<file path="src/rtl/mem_stage_pkg.sv">
// Shared types for the memory-access stage: access-size codes, bus FSM states,
// the EX/MEM pipeline register layout and the alignment rule.
package mem_stage_pkg;

    typedef enum logic [1:0] {
        MEM_BYTE = 2'b00,
        MEM_HALF = 2'b01,
        MEM_WORD = 2'b10
    } mem_size_e;

    typedef enum logic {
        MEM_IDLE = 1'b0,
        MEM_WAIT = 1'b1
    } mem_state_e;

    typedef struct packed {
        logic        vld;
        logic [31:0] alu_res;
        logic [31:0] din;
        logic        rd;
        logic        wr;
        mem_size_e   size;
        logic        uns;
        logic        reg_wr;
        logic [4:0]  dest;
    } ex_mem_t;

    function automatic logic is_misaligned(input mem_size_e size, input logic [1:0] a);
        return ((size == MEM_HALF) && a[0]) || ((size == MEM_WORD) && (a != 2'b00));
    endfunction

endpackage

</file>
<file path="src/rtl/mem_align.sv">
// Byte-lane steering for stores and lane extraction plus sign/zero extension
// for loads, driven by access size and the low address bits.
module mem_align
    import mem_stage_pkg::*;
(
    input  mem_size_e   size,
    input  logic        uns,
    input  logic [1:0]  addr_lo,
    input  logic [31:0] din,
    input  logic [31:0] rdata,
    output logic [3:0]  be,
    output logic [31:0] wdata,
    output logic [31:0] load_data
);

    logic [7:0]  byte_val;
    logic [15:0] half_val;

    assign byte_val = rdata[{addr_lo, 3'b000} +: 8];
    // Half accesses select lanes from a[1] alone, so a[0] never shifts data.
    assign half_val = addr_lo[1] ? rdata[31:16] : rdata[15:0];

    // NOTE: every output gets a default before the case, so no path leaves one unassigned and no latch is inferred.
    always_comb begin
        be        = 4'hF;
        wdata     = din;
        load_data = rdata;
        case (size)
            MEM_BYTE: begin
                be        = 4'b0001 << addr_lo;
                wdata     = {4{din[7:0]}};
                load_data = {{24{byte_val[7] & ~uns}}, byte_val};
            end
            MEM_HALF: begin
                be        = 4'b0011 << {addr_lo[1], 1'b0};
                wdata     = {2{din[15:0]}};
                load_data = {{16{half_val[15] & ~uns}}, half_val};
            end
            default: ;
        endcase
    end

endmodule

</file>
<file path="src/rtl/mem_stage.sv">
// Memory-access pipeline stage: EX/MEM register, req/ack data-memory port FSM
// and stall generation. Optional misaligned-access drop: MEM_MISALIGN_CHK_EN.
module mem_stage
    import mem_stage_pkg::*;
(
    input  logic        clk,
    input  logic        rst,
    input  logic [31:0] EX_alu_res,
    input  logic [31:0] EX_mem_din,
    input  logic        EX_vld,
    input  logic        EX_alu_busy,
    input  logic        EX_mem_rd,
    input  logic        EX_mem_wr,
    input  logic [1:0]  EX_mem_size,
    input  logic        EX_mem_uns,
    input  logic        EX_reg_wr,
    input  logic [4:0]  EX_dest_reg,
    output logic        Dmem_req,
    output logic        Dmem_we,
    output logic [31:0] Dmem_addr,
    output logic [3:0]  Dmem_be,
    output logic [31:0] Dmem_wdata,
    input  logic        Dmem_ack,
    input  logic [31:0] Dmem_rdata,
    output logic [31:0] MEM_data,
    output logic        MEM_vld,
    output logic        MEM_reg_wr,
    output logic [4:0]  MEM_dest_reg,
    output logic        MEM_busy,
    output logic        MEM_misalign
);

    ex_mem_t    r;
    mem_state_e state, state_nxt;
    logic       misalign, mem_op, req, busy;
    logic [3:0] be;
    logic [31:0] load_data;

`ifdef MEM_MISALIGN_CHK_EN
    assign misalign = r.vld && (r.rd || r.wr) && is_misaligned(r.size, r.alu_res[1:0]);
`else
    assign misalign = 1'b0;
`endif

    assign mem_op = r.vld && (r.rd || r.wr) && !misalign;

    always_comb begin
        state_nxt = state;
        req       = mem_op;
        case (state)
            MEM_IDLE: if (req && !Dmem_ack) state_nxt = MEM_WAIT;
            MEM_WAIT: begin
                req = 1'b1;
                if (Dmem_ack) state_nxt = MEM_IDLE;
            end
            default: state_nxt = MEM_IDLE;
        endcase
    end

    assign busy = req && !Dmem_ack;

    // NOTE: sequential state uses non-blocking assignments so every flop samples pre-edge values.
    always_ff @(posedge clk) begin
        if (rst) begin
            state <= MEM_IDLE;
            r     <= '0;
        end else begin
            state <= state_nxt;
            if (!busy) begin
                r.vld     <= EX_vld && !EX_alu_busy;
                r.alu_res <= EX_alu_res;
                r.din     <= EX_mem_din;
                r.rd      <= EX_mem_rd;
                r.wr      <= EX_mem_wr;
                r.size    <= mem_size_e'(EX_mem_size);
                r.uns     <= EX_mem_uns;
                r.reg_wr  <= EX_reg_wr;
                r.dest    <= EX_dest_reg;
            end
        end
    end

    mem_align u_align (
        .size      (r.size),
        .uns       (r.uns),
        .addr_lo   (r.alu_res[1:0]),
        .din       (r.din),
        .rdata     (Dmem_rdata),
        .be        (be),
        .wdata     (Dmem_wdata),
        .load_data (load_data)
    );

    assign Dmem_req     = req;
    assign Dmem_we      = req && r.wr;
    assign Dmem_be      = req ? be : 4'h0;
    assign Dmem_addr    = {r.alu_res[31:2], 2'b00};
    assign MEM_data     = r.rd ? load_data : r.alu_res;
    assign MEM_vld      = r.vld && !busy && !misalign;
    // Stores never write rd even if execute flagged reg_wr.
    assign MEM_reg_wr   = MEM_vld && r.reg_wr && !r.wr;
    assign MEM_dest_reg = r.dest;
    assign MEM_busy     = busy;
    assign MEM_misalign = misalign;

endmodule

</file>
<file path="config.mk">
export PLATFORM = sky130hd
export DESIGN_NAME = mem_stage
export DESIGN_NICKNAME = d
export VERILOG_FILES = /design/src/rtl/mem_stage_pkg.sv /design/src/rtl/mem_align.sv /design/src/rtl/mem_stage.sv
export SDC_FILE = /design/constraint.sdc
export NUM_CORES = 1
export LEC_CHECK = 0
export CORE_MARGIN = 4
export CORE_UTILIZATION = 44
export CTS_CLUSTER_SIZE = 30
export DETAILED_ROUTE_END_ITERATION = 7
export GPL_TIMING_DRIVEN = 0
export HOLD_SLACK_MARGIN = 0.1
export PLACE_DENSITY = 0.92
export SLEW_MARGIN = 25
export SYNTH_ARGS = -nofsm -noshare
export SYNTH_HDL_FRONTEND = slang
export SYNTH_SLANG_ARGS = --single-unit
</file>
<file path="constraint.sdc">
create_clock -name clk -period 2.1 [get_ports clk]
set_clock_uncertainty 0.2 [all_clocks]
set_input_delay 0.315 -clock clk [delete_from_list [all_inputs] [get_ports clk]]
set_output_delay 0.315 -clock clk [all_outputs]
set_load 0.02 [all_outputs]
</file>
== After elaboration in Yosys (flattened, before gate mapping) ==
Cells that the tools add are included.
Word-level totals
  register bits: 77
  latch bits: 0
  bits in writable memories: 0
  memory bits (read-only): 0
  input port bits: 112
  output and inout port bits: 111
  memories: 0
Cells by class
  add/sub/neg operators: 0
  multipliers: 0
  div/mod/pow operators: 0
  order comparisons: 0
  equal/unequal tests: 1
  shifts and indexed selects: 3
  multiplexer cells: 10
  bitwise operators: 4
  reductions and logical operators: 14
Operator list (number)
  32-bit one-hot mux with 2 select lines: 2
  32-bit 2-to-1 mux: 1
  32-bit by 6-bit variable part select with 8-bit output: 1
  16-bit 2-to-1 mux: 1
  1-bit logical AND: 8
  4-bit one-hot mux with 2 select lines: 1
  1-bit zero test: 4
  4-bit 2-to-1 mux: 1
  1-bit by 2-bit << shifter with 4-bit output (first input constant): 1
  2-bit by 2-bit << shifter with 4-bit output (first input constant): 1
  1-bit 2-to-1 mux: 3
  1-bit AND: 2
  2-bit by 1-bit == test with 1-bit output (second input constant): 1
  2-bit zero test: 1
  1-bit NOT: 2
  1-bit one-hot mux with 2 select lines: 1
  1-bit logical OR: 1

== Longest topological paths before layout ==
Gate-level depths: netlist of the first run.
  depth in word-level cells: 8
  mapped depth: 7
  gate-level depth less buffers: 3

== By module ==
Synthesis of the first run repeated with hierarchy kept, for this count alone.
Second synthesis, totals
  cells, all modules: 591
  area, all modules: 5078.6 sq um
Modules (own cells, without submodules)
  mem_stage: times used 1, cells each 420, area each 3787.4 sq um, sequential area each 1541.5 sq um
  mem_align: times used 1, cells each 171, area each 1291.2 sq um, sequential area each 0.0 sq um

== Worst setup path before layout of the first run ==
Ideal clock, no wire load.
  path kind: register to output
  from: register r[10] in the netlist's numbering
  to: output MEM_reg_wr
  arrival: 1.750 ns
  data required time: 1.585 ns
  path slack: -0.165 ns
  cell stages (with the launch flop): 7
  path through: dfxtp_1 > buf_2 > o21a_1 > o21ba_1 > buf_2 > buf_6 > nor4bb_1
On the way
  cells in the longest elaborated chain, start to end: 8
RTL lines
  start: declaration: RTL line mem_stage.sv:33  | ex_mem_t r;
  1-bit logical OR: RTL line mem_stage.sv:45  | assign mem_op = r.vld && (r.rd || r.wr) && !misalign;
  1-bit logical AND: RTL line mem_stage.sv:45
  1-bit 2-to-1 mux: RTL line mem_stage.sv:50  | case (state)
  1-bit logical AND: RTL line mem_stage.sv:60  | assign busy = req && !Dmem_ack;
  1-bit zero test: RTL line mem_stage.sv:99  | assign MEM_vld = r.vld && !busy && !misalign;
  1-bit logical AND: RTL line mem_stage.sv:99
  1-bit logical AND (2 in series): RTL line mem_stage.sv:101  | assign MEM_reg_wr = MEM_vld && r.reg_wr && !r.wr;
  end: declaration: RTL line mem_stage.sv:27  | output logic MEM_reg_wr,
No other way between the ends.

== Worst setup path in the final report of the first run ==
  from: input Dmem_rdata[7]
  to: output MEM_data[14]
On the way
  cells in the longest elaborated chain, start to end: 4
RTL lines
  start: declaration: RTL line mem_stage.sv:24  | input logic [31:0] Dmem_rdata,
  32-bit by 6-bit variable part select with 8-bit output: RTL line mem_align.sv:19  | assign byte_val = rdata[{addr_lo, 3'b000} +: 8];
  1-bit AND: RTL line mem_align.sv:32  | load_data = {{24{byte_val[7] & ~uns}}, byte_val};
  32-bit one-hot mux with 2 select lines: RTL line mem_align.sv:28  | case (size)
  32-bit 2-to-1 mux: RTL line mem_stage.sv:98  | assign MEM_data = r.rd ? load_data : r.alu_res;
  end: declaration: RTL line mem_stage.sv:25  | output logic [31:0] MEM_data,
No other way between the ends.

==> results of run 1 <==
-- power by group through the flow --
stage / Combinational [uW] / Sequential (uW) / Clock (uW)
6_report: 1860 / 1650 / 1500
2_1_floorplan: 821 / 1630 / 0
3_3_place_gp: 1490 / 1660 / 0
5_1_grt: 1940 / 1660 / 1570
3_5_place_dp: 1510 / 1660 / 0
4_1_cts: 1660 / 1640 / 1490
-- Yosys cell counts (12+ instances only) --
library cell	instances	share of area, %
sky130_fd_sc_hd__mux2i_1	84	16
sky130_fd_sc_hd__inv_1	12	0.84
sky130_fd_sc_hd__buf_4	46	6.4
sky130_fd_sc_hd__buf_2	18	1.7
sky130_fd_sc_hd__nand2_1	42	2.9
sky130_fd_sc_hd__mux2_2	26	5.4
sky130_fd_sc_hd__clkbuf_1	34	2.4
sky130_fd_sc_hd__nand2b_1	152	18
sky130_fd_sc_hd__nor2_1	28	2.0
sky130_fd_sc_hd__dfxtp_1	77	29
sky130_fd_sc_hd__a31o_2	15	2.4
sky130_fd_sc_hd__a41oi_1	24	3.9
-- routing by layer --
| layer | track usage (%) | wire [um] | up-vias |
|---|---|---|---|
| li1 | - | - | 2651 |
| met1 | 34.21 | 8678 | 2839 |
| met2 | 49.52 | 10770 | 523 |
| met3 | 9.761 | 2803 | 146 |
| met4 | 16.00 | 1569 | 0 |
| met5 | 0 | 0 | - |
-- repair_timing --
action | CTS | global route
cloned | 4 | 4
buffers inserted | 23 | 11
setup endpoints to repair | 65 | 58
gates resized for setup | 470 | 91
pin swaps | 28 | 17
-- layout by cell type, fill, tap and decap left out, types with 11 or more instances in the layout --
cell                              count
sky130_fd_sc_hd__a41oi_2             19
sky130_fd_sc_hd__inv_1               11
sky130_fd_sc_hd__nand2_1             40
sky130_fd_sc_hd__buf_6               30
sky130_fd_sc_hd__buf_2               24
sky130_fd_sc_hd__mux2_4              18
sky130_fd_sc_hd__clkdlybuf4s50_1    150
sky130_fd_sc_hd__dfxtp_1             65
sky130_fd_sc_hd__clkbuf_16           13
sky130_fd_sc_hd__nand2b_1           151
sky130_fd_sc_hd__nor2_1              27
sky130_fd_sc_hd__buf_4              101
sky130_fd_sc_hd__mux2i_1             82
sky130_fd_sc_hd__clkbuf_1            20
sky130_fd_sc_hd__a31o_2              15
-- worst max-delay path by stage --
| stage | end | depth (start not counted) |
|---|---|---|
| after global placement | MEM_data[21] | 6 |
| after global routing | MEM_data[14] | 5 |
| after CTS | MEM_data[19] | 6 |
| after floorplan | MEM_reg_wr | 6 |
| after detailed placement | MEM_data[21] | 6 |
| final | MEM_data[14] | 5 |
-- stage by stage --
stage / std cells / setup slack, ps / hold WS [ps]
detailed placement: 997 / -1006 / 269.2
global route: 1045 / -383.3 / 298.3
floorplan: 632 / 30.63 / 194.3
finish: 1045 / -381.3 / 275.6
CTS: 1034 / -264.9 / 279.0
global placement: 997 / -958.4 / 258.1
-- cell type report --
class / count / area (um2)
inverter: 12 / 47.55
fill: 788 / 2932
sequential: 77 / 1569
multi-input combinational: 442 / 3729
clock buffer: 13 / 260.3
clock inverter: 1 / 7.507
buffer: 95 / 729.5
tap: 147 / 183.9
timing repair buffer: 258 / 2504
-- worst register-to-register path: cells and delay by family, from the launching register on --
family | cells | cell delay [ps]
AOI/OAI and AO/OA | 2 | 330
muxes | 1 | 250
DFF | 1 | 390
buffers and inverters | 2 | 520
-- cell families (layout without fill, tap and decap cells) --
family          Yosys count  after routing  share of synthesized area [%]
compound gates           82             82                          12.22
buf+inv                 114            379                          11.87
flops                    77             77                          28.68
mux                     111            111                          21.51
other cells               1              3                        0.06977
simple gates            245            246                          25.65
==> flow_summary_export.csv, run 1 <==
group,metric,value,unit
outcome,run_status,"finished, violations left",
outcome,violations,"setup timing",
route,detail-route-antenna-nets,0,
synth,synth-seq-cells,77,
route,routed_wl,23820,um
global_route,grt_pass1_wl,33340,um
setup_path,critPathLaunch,"Dmem_rdata[7]",
setup_path,worst-r2r-setup-slack,340,ps
placement,io_buffers,218,
global_route,grt_max_degree,12,
pwr,vdd.ir_drop.worst,352.1,uV
setup_path,rr_worst_depth,5,
pwr,leakage_power_total,0.003565,uW
sta,finalSetupTns,-10940,ps
global_route,via_count_of_the_first_global_routing_pass,6111,
placement,post_dp_cell_area,7755,um2
clock_network,cts_tree,"yes",
sta,worst_slew_pin_slew,632.3,ps
placement,place.gp.congestion,0.9505,
sta,max_slew_margin,57.84,%
setup_path,critical_path.reg2reg.startpoint,"r[75]$_SDFFE_PP0N_",
layout,drive_gt1_share,34.41,%
route,drc,0,
global_route,globalRouteTotalUtil,29.94,%
pwr,internal-power,3368,uW
sta,finalWorstSetupSlack,-381.3,ps
pwr,cellPowerDensity,555.4,nW/um2
setup_path,cp-end-kind,"primary output",
pwr,switchingPower,1648,uW
route,vias,6159,
setup_path,timing.critical_path.from_type,"primary input",
synth,area_of_the_mapped_netlist,5375,um2
setup_path,cp_num_buf_inv,2,
clock_network,insertion_delay,350,ps
die,core_area,11960,um2
synth,synth.distinct_cells,37,
clock_network,holdBufCountCts,0,
setup_path,worstPathMaxFanout,7,
sta,final_min_period_over_clock_period,118.2,%
synth,syn_inst,630,
route,detail_route.first_pass.iterations,6,
setup_path,critPathSlowestCell,"sky130_fd_sc_hd__mux4_2",
min_path,worst_hold_path.num_cells,2,
pwr,combinationalPowerShare,37.1,%
min_path,hold_end,"MEM_dest_reg[0]$_SDFFE_PP0N_",
setup_path,timing.rr.end,"Dmem_addr[17]$_SDFFE_PP0N_",
setup_path,criticalPathCategory,"primary input to primary output",
setup_path,timing.critical_path.cells,"clkdlybuf4s50_1, mux4_2, nand2_4, a41oi_2, buf_6",
sta,final_hold_viol_count,0,
run,number_of_violations_of_the_max_capacitance_limit,0,
synth,yosysSeqAreaShare,28.68,%
setup_path,critical_path_arrival,1970,ps
sta,finalCriticalPeriod,2481,ps
pwr,finalPower,5015,uW
sta,slew_violations,0,
setup_path,cp.required,1580,ps
min_path,hold_path_class,"flop to flop",
synth,asyncSetResetFlopFracSynth,0,%
die,initial_utilization,44.94,%
layout,nNetsFinal,1007,
sta,report.final.setup_viol,52,
layout,final_area,9030,um2
placement,post-dp-hpwl,14550,um
clock_network,cts_made_buffers,9,
setup_path,slowest_delay,560,ps
clock_network,clock_tree.buffer_depth,2,
layout,syn_to_final_growth,67.99,%
layout,utilization,75.49,%
route,vias_per_cell,5.894,
synth,postSynthAreaPerCell,8.532,um2
synth,synth_ff_type,"sky130_fd_sc_hd__dfxtp_1",
global_route,grt_antenna_before_repair,0,
pwr,power.share.switching,32.85,%
sta,max_clock_freq,403.0,MHz
layout,flip_flop_count_of_the_largest_register_all_copies_and_words_added,41,
die,die-width,118.5,um
pwr,p_seq_share,32.9,%
layout,insertedDiodeCount,0,
route,wire_per_inst,22.80,um
synth,synth-warning-count,0,
clock_network,cts.clk_slew.worst_paths,60,ps
min_path,hold_path.startpoint,"MEM_dest_reg[0]$_SDFFE_PP0N_",
route,drt_iter0_drc,795,
sta,rsz0062_at_grt,"true",
setup_path,critical_path.top_delay_family,"buffers and inverters",
die,std_cell_rows,40,
pwr,clock_share_of_power,30.0,%
die,die_area,14050,um2
synth,synth_enable_flop_cells,0,
clock_network,cts.sinks,77,
clock_network,cts_htree_levels,3,
die,ioPinCount,223,
die,floorplan.die.height,118.5,um
global_route,globalRouteOverflowTotal,0,
clock_network,clockRootBuffer,"sky130_fd_sc_hd__clkbuf_16",
No activity file was read; power rests on OpenSTA's default activity.
==> inputs of run 2 (changes only) <==
--- a/config.mk
+++ b/config.mk
@@ -11,7 +11,7 @@
 export DETAILED_ROUTE_END_ITERATION = 7
 export GPL_TIMING_DRIVEN = 0
 export HOLD_SLACK_MARGIN = 0.1
-export PLACE_DENSITY = 0.92
+export PLACE_DENSITY = 0.93
 export SLEW_MARGIN = 25
 export SYNTH_ARGS = -nofsm -noshare
 export SYNTH_HDL_FRONTEND = slang
==> run 2 against run 1 <==
The flow still finishes with violations (setup timing). Largest cell class unchanged. Non-clock buffer count down 5. Largest power group unchanged. Critical path type unchanged. Register-to-register slack worse by 220 ps. Combinational power down 5%. Sequential cell count unchanged. Clock-buffer cell count down 4.
==> flow_summary_export.csv, run 2 (same netlist as run 1, synthesis figures left out) <==
group,metric,value,unit
setup_path,timing.critical_path.cells,"clkdlybuf4s50_1, mux2_4, a22oi_4, buf_4, a41oi_2, buf_6",
sta,final_hold_viol_count,0,
layout,syn_to_final_growth,64.04,%
global_route,via_count_of_the_first_global_routing_pass,5809,
clock_network,insertion_delay,360,ps
setup_path,critPathSlowestCell,"sky130_fd_sc_hd__clkdlybuf4s50_1",
route,vias,5957,
global_route,grt_pass1_wl,32130,um
setup_path,slowest_delay,490,ps
clock_network,cts_htree_levels,3,
die,die-width,118.5,um
setup_path,critical_path.reg2reg.startpoint,"r[10]$_SDFFE_PP0N_",
placement,post_dp_cell_area,7755,um2
pwr,combinationalPowerShare,35.0,%
setup_path,critical_path_arrival,2030,ps
pwr,vdd.ir_drop.worst,409.7,uV
layout,flip_flop_count_of_the_largest_register_all_copies_and_words_added,41,
sta,max_clock_freq,392.3,MHz
route,drc,0,
pwr,finalPower,5046,uW
setup_path,timing.rr.end,"Dmem_addr[8]$_SDFFE_PP0N_",
clock_network,clockRootBuffer,"sky130_fd_sc_hd__clkbuf_16",
layout,insertedDiodeCount,0,
pwr,clock_share_of_power,32.3,%
sta,worst_slew_pin_slew,653.9,ps
sta,whs,278.8,ps
die,core_area,11960,um2
layout,stdcell_count,1041,
sta,final_min_period_over_clock_period,121.4,%
route,drt_iter0_drc,684,
min_path,hold_end,"r[34]$_SDFFE_PP0N_",
outcome,violations,"setup timing",
global_route,globalRouteTotalUtil,28.91,%
route,wire_per_inst,21.35,um
route,vias_per_cell,5.722,
pwr,switchingPower,1650,uW
clock_network,cts_made_buffers,9,
min_path,hold_path_class,"flop to flop",
setup_path,rr_worst_depth,6,
setup_path,worstPathMaxFanout,5,
layout,drive_gt1_share,32.33,%
setup_path,timing.critical_path.from_type,"primary input",
route,detail-route-antenna-nets,0,
sta,report.final.setup_viol,49,
pwr,leakage_power_total,0.003480,uW
outcome,run_status,"finished, violations left",
sta,rsz0062_at_grt,"true",
layout,highest_count_cells_in_the_layout_ignoring_fill_and_taps,"151 x sky130_fd_sc_hd__nand2b_1, 151 x sky130_fd_sc_hd__clkdlybuf4s50_1, 89 x sky130_fd_sc_hd__buf_4",
sta,slew_violations,0,
die,floorplan.die.height,118.5,um
min_path,worst_hold_path.num_cells,2,
global_route,grt_max_degree,15,
sta,finalWorstSetupSlack,-449.3,ps
placement,post-dp-hpwl,14530,um
setup_path,cp-end-kind,"primary output",
clock_network,clock_tree.buffer_depth,2,
route,routed_wl,22230,um
placement,placed_cells,997,
setup_path,cp_num_buf_inv,3,
die,std_cell_rows,40,
setup_path,critical_path.top_delay_family,"buffers and inverters",
clock_network,holdBufCountCts,0,
die,initial_utilization,44.94,%
pwr,p_seq_share,32.8,%
pwr,power.share.switching,32.71,%
sta,max_slew_margin,56.41,%
run,number_of_violations_of_the_max_capacitance_limit,0,
setup_path,criticalPathCategory,"primary input to primary output",
pwr,cellPowerDensity,572.3,nW/um2
setup_path,worst-r2r-setup-slack,120,ps
global_route,globalRouteOverflowTotal,0,
die,ioPinCount,223,
min_path,hold_path.startpoint,"r[34]$_SDFFE_PP0N_",
clock_network,cts_tree,"yes",
clock_network,cts.sinks,77,
pwr,internal-power,3395,uW
die,die_area,14050,um2
sta,finalCriticalPeriod,2549,ps
global_route,grt_antenna_before_repair,0,
layout,nNetsFinal,1001,
layout,final_area,8817,um2
route,detail_route.first_pass.iterations,5,
placement,io_buffers,218,
clock_network,cts.clk_slew.worst_paths,60,ps
setup_path,cp.required,1580,ps
placement,place.gp.congestion,0.9724,
==> run 2: power by group through the flow <==
stage	registers, uW	clock network, uW	logic [uW]
floorplan	1630	0	821
global placement	1660	0	1490
detailed placement	1660	0	1510
CTS	1640	1630	1620
global route	1660	1700	1850
finish	1650	1630	1760
==> run 2: worst max-delay path by stage <==
| stage | from | endpoint | slack (ps) | cells past startpoint |
|---|---|---|---|---|
| final | Dmem_rdata[31] | MEM_data[31] | -450 | 6 |
| after global routing | r[43]$_SDFFE_PP0N_ | MEM_data[31] | -470 | 6 |
| after CTS | r[43]$_SDFFE_PP0N_ | MEM_data[21] | -320 | 6 |
| after detailed placement | Dmem_rdata[15] | MEM_data[21] | -930 | 6 |
| after global placement | Dmem_rdata[15] | MEM_data[21] | -910 | 6 |
| after floorplan | r[10]$_SDFFE_PP0N_ | MEM_reg_wr | 30 | 6 |
==> run 2: per-layer routing <==
metal / vias to the layer above / wire length, um / global-route usage, %
met3: 102 / 2291 / 8.325
met5: - / 0 / 0
met2: 428 / 10800 / 49.80
met4: 0 / 1004 / 13.11
li1: 2630 / - / -
met1: 2797 / 8134 / 33.03
==> run 2: cell type report <==
class	instances	area [um2]
repair buffers	252	2367
multi-input cells	441	3620
clock inverters	7	72.57
clock buffers	9	225.2
flip-flops and latches	77	1563
inverters	12	45.04
plain buffers	96	740.7
well taps	147	183.9
fillers	855	3144
==> run 2: repair_timing <==
action / 4_1_cts / 5_1_grt
resized for setup: 453 / 65
buffers inserted: 22 / 9
gates cloned: 2 / 1
endpoints found under the setup margin: 67 / 61
pin swaps: 16 / 11
==> run 2: worst register-to-register path, cell delays in order, from the launching register on <==
cell	delay [ps]
sky130_fd_sc_hd__dfxtp_4	410
sky130_fd_sc_hd__o21a_4	160
sky130_fd_sc_hd__o21ba_4	150
sky130_fd_sc_hd__buf_4	230
sky130_fd_sc_hd__buf_4	190
sky130_fd_sc_hd__buf_2	330
sky130_fd_sc_hd__mux2i_1	230
==> run 2: through the flow <==
stage	setup TNS (ps)	util, %	setup WS [ps]
after global placement	-39550	64.83	-909.2
after CTS	-9192	71.11	-324.1
final	-13300	73.71	-449.3
after detailed placement	-40800	64.83	-929.1
after floorplan	0	-	30.63
after global routing	-15040	73.71	-471.4
==> inputs of run 3 (changes only) <==
--- a/config.mk
+++ b/config.mk
@@ -5,13 +5,15 @@
 export SDC_FILE = /design/constraint.sdc
 export NUM_CORES = 1
 export LEC_CHECK = 0
+export CELL_PAD_IN_SITES_DETAIL_PLACEMENT = 0
+export CELL_PAD_IN_SITES_GLOBAL_PLACEMENT = 1
 export CORE_MARGIN = 4
-export CORE_UTILIZATION = 44
+export CORE_UTILIZATION = 31
 export CTS_CLUSTER_SIZE = 30
 export DETAILED_ROUTE_END_ITERATION = 7
 export GPL_TIMING_DRIVEN = 0
 export HOLD_SLACK_MARGIN = 0.1
-export PLACE_DENSITY = 0.93
+export PLACE_DENSITY = 0.92
 export SLEW_MARGIN = 25
 export SYNTH_ARGS = -nofsm -noshare
 export SYNTH_HDL_FRONTEND = slang
==> run 3 against run 2 <==
The flow still finishes with violations (setup timing). Worst hold slack got worse by 5.0 ps. Via count decreased by 3.3%. Maximum frequency increased by 4.0%. Total power increased by 3.4%. Largest cell class unchanged.
==> flow_summary_export.csv, run 3 (same netlist as run 1, synthesis figures left out) <==
group,metric,value,unit
setup_path,worstPathMaxFanout,5,
setup_path,cp.required,1580,ps
clock_network,insertion_delay,350,ps
die,ioPinCount,223,
clock_network,cts_htree_levels,3,
clock_network,cts.clk_slew.worst_paths,60,ps
sta,max_slew_margin,58.84,%
sta,finalSetupTns,-10540,ps
setup_path,worst-r2r-setup-slack,340,ps
pwr,leakage_power_total,0.003680,uW
layout,syn_to_final_growth,75.23,%
sta,final_hold_viol_count,0,
outcome,run_status,"finished, violations left",
sta,finalCriticalPeriod,2451,ps
setup_path,criticalPathCategory,"primary input to primary output",
global_route,via_count_of_the_first_global_routing_pass,5796,
die,die-width,139.7,um
layout,utilization,56.20,%
sta,report.final.setup_viol,46,
setup_path,rr_worst_depth,6,
setup_path,cp-end-kind,"primary output",
clock_network,cts_made_buffers,9,
route,vias_per_cell,5.091,
clock_network,holdBufCountCts,0,
sta,finalWorstSetupSlack,-351.4,ps
outcome,violations,"setup timing",
placement,post-dp-hpwl,15500,um
pwr,vdd.ir_drop.worst,386.0,uV
sta,rsz0062_at_grt,"true",
layout,stdcell_count,1131,
layout,drive_gt1_share,35.68,%
die,die_area,19510,um2
sta,final_min_period_over_clock_period,116.7,%
route,drt_iter0_drc,364,
placement,io_buffers,218,
min_path,hold_path_class,"flop to flop",
pwr,finalPower,5216,uW
global_route,globalRouteOverflowTotal,0,
setup_path,slowest_delay,490,ps
layout,highest_count_cells_in_the_layout_ignoring_fill_and_taps,"151 x sky130_fd_sc_hd__nand2b_1, 151 x sky130_fd_sc_hd__clkdlybuf4s50_1, 109 x sky130_fd_sc_hd__buf_4",
route,detail-route-antenna-nets,0,
setup_path,critPathSlowestCell,"sky130_fd_sc_hd__clkdlybuf4s50_1",
route,wire_per_inst,19.98,um
sta,slew_violations,0,
placement,place.gp.congestion,0.8639,
global_route,grt_antenna_before_repair,0,
die,std_cell_rows,47,
placement,placed_cells,1070,
global_route,grt_max_degree,13,
die,initial_utilization,32.07,%
setup_path,timing.critical_path.from_type,"primary input",
clock_network,clock_tree.buffer_depth,2,
sta,max_clock_freq,407.9,MHz
setup_path,critical_path_arrival,1940,ps
die,core_area,16760,um2
placement,pre_cts_slack,-953.9,ps
layout,insertedDiodeCount,0,
layout,fill_cell_count,1506,
pwr,cellPowerDensity,553.8,nW/um2
clock_network,clockRootBuffer,"sky130_fd_sc_hd__clkbuf_16",
route,detail_route.first_pass.iterations,5,
min_path,hold_end,"r[28]$_SDFFE_PP0N_",
clock_network,cts.sinks,77,
setup_path,timing.rr.end,"r[7]$_SDFFE_PP0N_",
min_path,worst_hold_path.num_cells,2,
setup_path,timing.critical_path.cells,"clkdlybuf4s50_1, mux2_4, a22oi_4, buf_6, a41oi_2, buf_4",
route,routed_wl,22600,um
run,number_of_violations_of_the_max_capacitance_limit,0,
route,vias,5758,
global_route,globalRouteTotalUtil,21.73,%
global_route,grt_pass1_wl,33490,um
setup_path,critical_path.reg2reg.startpoint,"r[75]$_SDFFE_PP0N_",
die,floorplan.die.height,139.7,um
sta,worst_slew_pin_slew,617.4,ps
layout,flip_flop_count_of_the_largest_register_all_copies_and_words_added,41,
min_path,hold_path.startpoint,"r[28]$_SDFFE_PP0N_",
clock_network,cts_tree,"yes",
route,drc,0,
layout,nNetsFinal,1019,
## run 3: changes by cell type in the layout (fill, tap and decap cells not counted), moves of 3 or more
| cell | previous run | this run |
|---|---|---|
| sky130_fd_sc_hd__a32oi_1 | 3 | 0 |
| sky130_fd_sc_hd__a41oi_1 | 9 | 4 |
| sky130_fd_sc_hd__a41oi_2 | 12 | 18 |
| sky130_fd_sc_hd__buf_12 | 6 | 14 |
| sky130_fd_sc_hd__buf_2 | 32 | 18 |
| sky130_fd_sc_hd__buf_4 | 89 | 109 |
| sky130_fd_sc_hd__buf_8 | 1 | 7 |
| sky130_fd_sc_hd__dfxtp_4 | 2 | 5 |
| sky130_fd_sc_hd__mux2_2 | 15 | 7 |
| sky130_fd_sc_hd__mux2_4 | 11 | 19 |
| sky130_fd_sc_hd__o21ai_2 | 1 | 4 |
## run 3: per-layer routing
layer / vias up / part of all wire (%) / routed length [um] / GRT usage, %
met3: 58 / 9.3 / 2111 / 6.552
li1: 2680 / - / - / -
met1: 2697 / 41 / 9314 / 27.63
met2: 323 / 46 / 10480 / 35.02
met5: - / 0 / 0 / 0
met4: 0 / 3.1 / 692 / 7.547
## run 3: report_power, final
part | internal (uW) | total, uW | switching (uW) | leakage [uW]
Sequential | 1550 | 1650 | 97.1 | 0.000647
Combinational | 1020 | 1890 | 877 | 0.00288
Clock | 1010 | 1670 | 662 | 0.000155
Total | 3580 | 5220 | 1640 | 0.00368
## run 3: metrics by stage
| stage | cell area [um2] | hold WS, ps |
|---|---|---|
| floorplan | 5389 | 194.3 |
| global placement | 7846 | 257.1 |
| detailed placement | 7846 | 265.8 |
| CTS | 9061 | 276.4 |
| global route | 9419 | 291.5 |
| finish | 9419 | 273.8 |
## run 3: what timing repair did
action	4_1_cts	5_1_grt
endpoints found under the setup margin	66	59
cloned	4	1
gates resized for setup	520	80
pin swaps	25	17
buffers inserted	35	17
## run 3: worst max-delay path by stage
| stage | cells past startpoint | end | start | slack [ps] |
|---|---|---|---|---|
| finish | 6 | MEM_data[19] | Dmem_rdata[31] | -350 |
| detailed placement | 6 | MEM_data[29] | Dmem_rdata[15] | -950 |
| global route | 6 | MEM_data[12] | Dmem_rdata[31] | -380 |
| global placement | 6 | MEM_data[29] | Dmem_rdata[15] | -950 |
| CTS | 6 | MEM_data[29] | r[43]$_SDFFE_PP0N_ | -320 |
| floorplan | 6 | MEM_reg_wr | r[10]$_SDFFE_PP0N_ | 30 |
## run 3: critical path: cells and delay by family
| kind | cells | cell delay [ps] |
|---|---|---|
| AOI/OAI and AO/OA | 2 | 420 |
| buffers and inverters | 3 | 880 |
| muxes | 1 | 320 |
## run 3: final cells by class
type	count	area (um2)	area share, %
Buffer	93	724.4	7.691
Clock buffer	12	266.5	2.829
Clock inverter	3	43.79	0.4649
Inverter	12	45.04	0.4782
Multi-Input combinational cell	441	3792	40.26
Sequential cell	77	1572	16.68
Tap cell	220	275.3	2.922
Timing Repair Buffer	273	2700	28.67
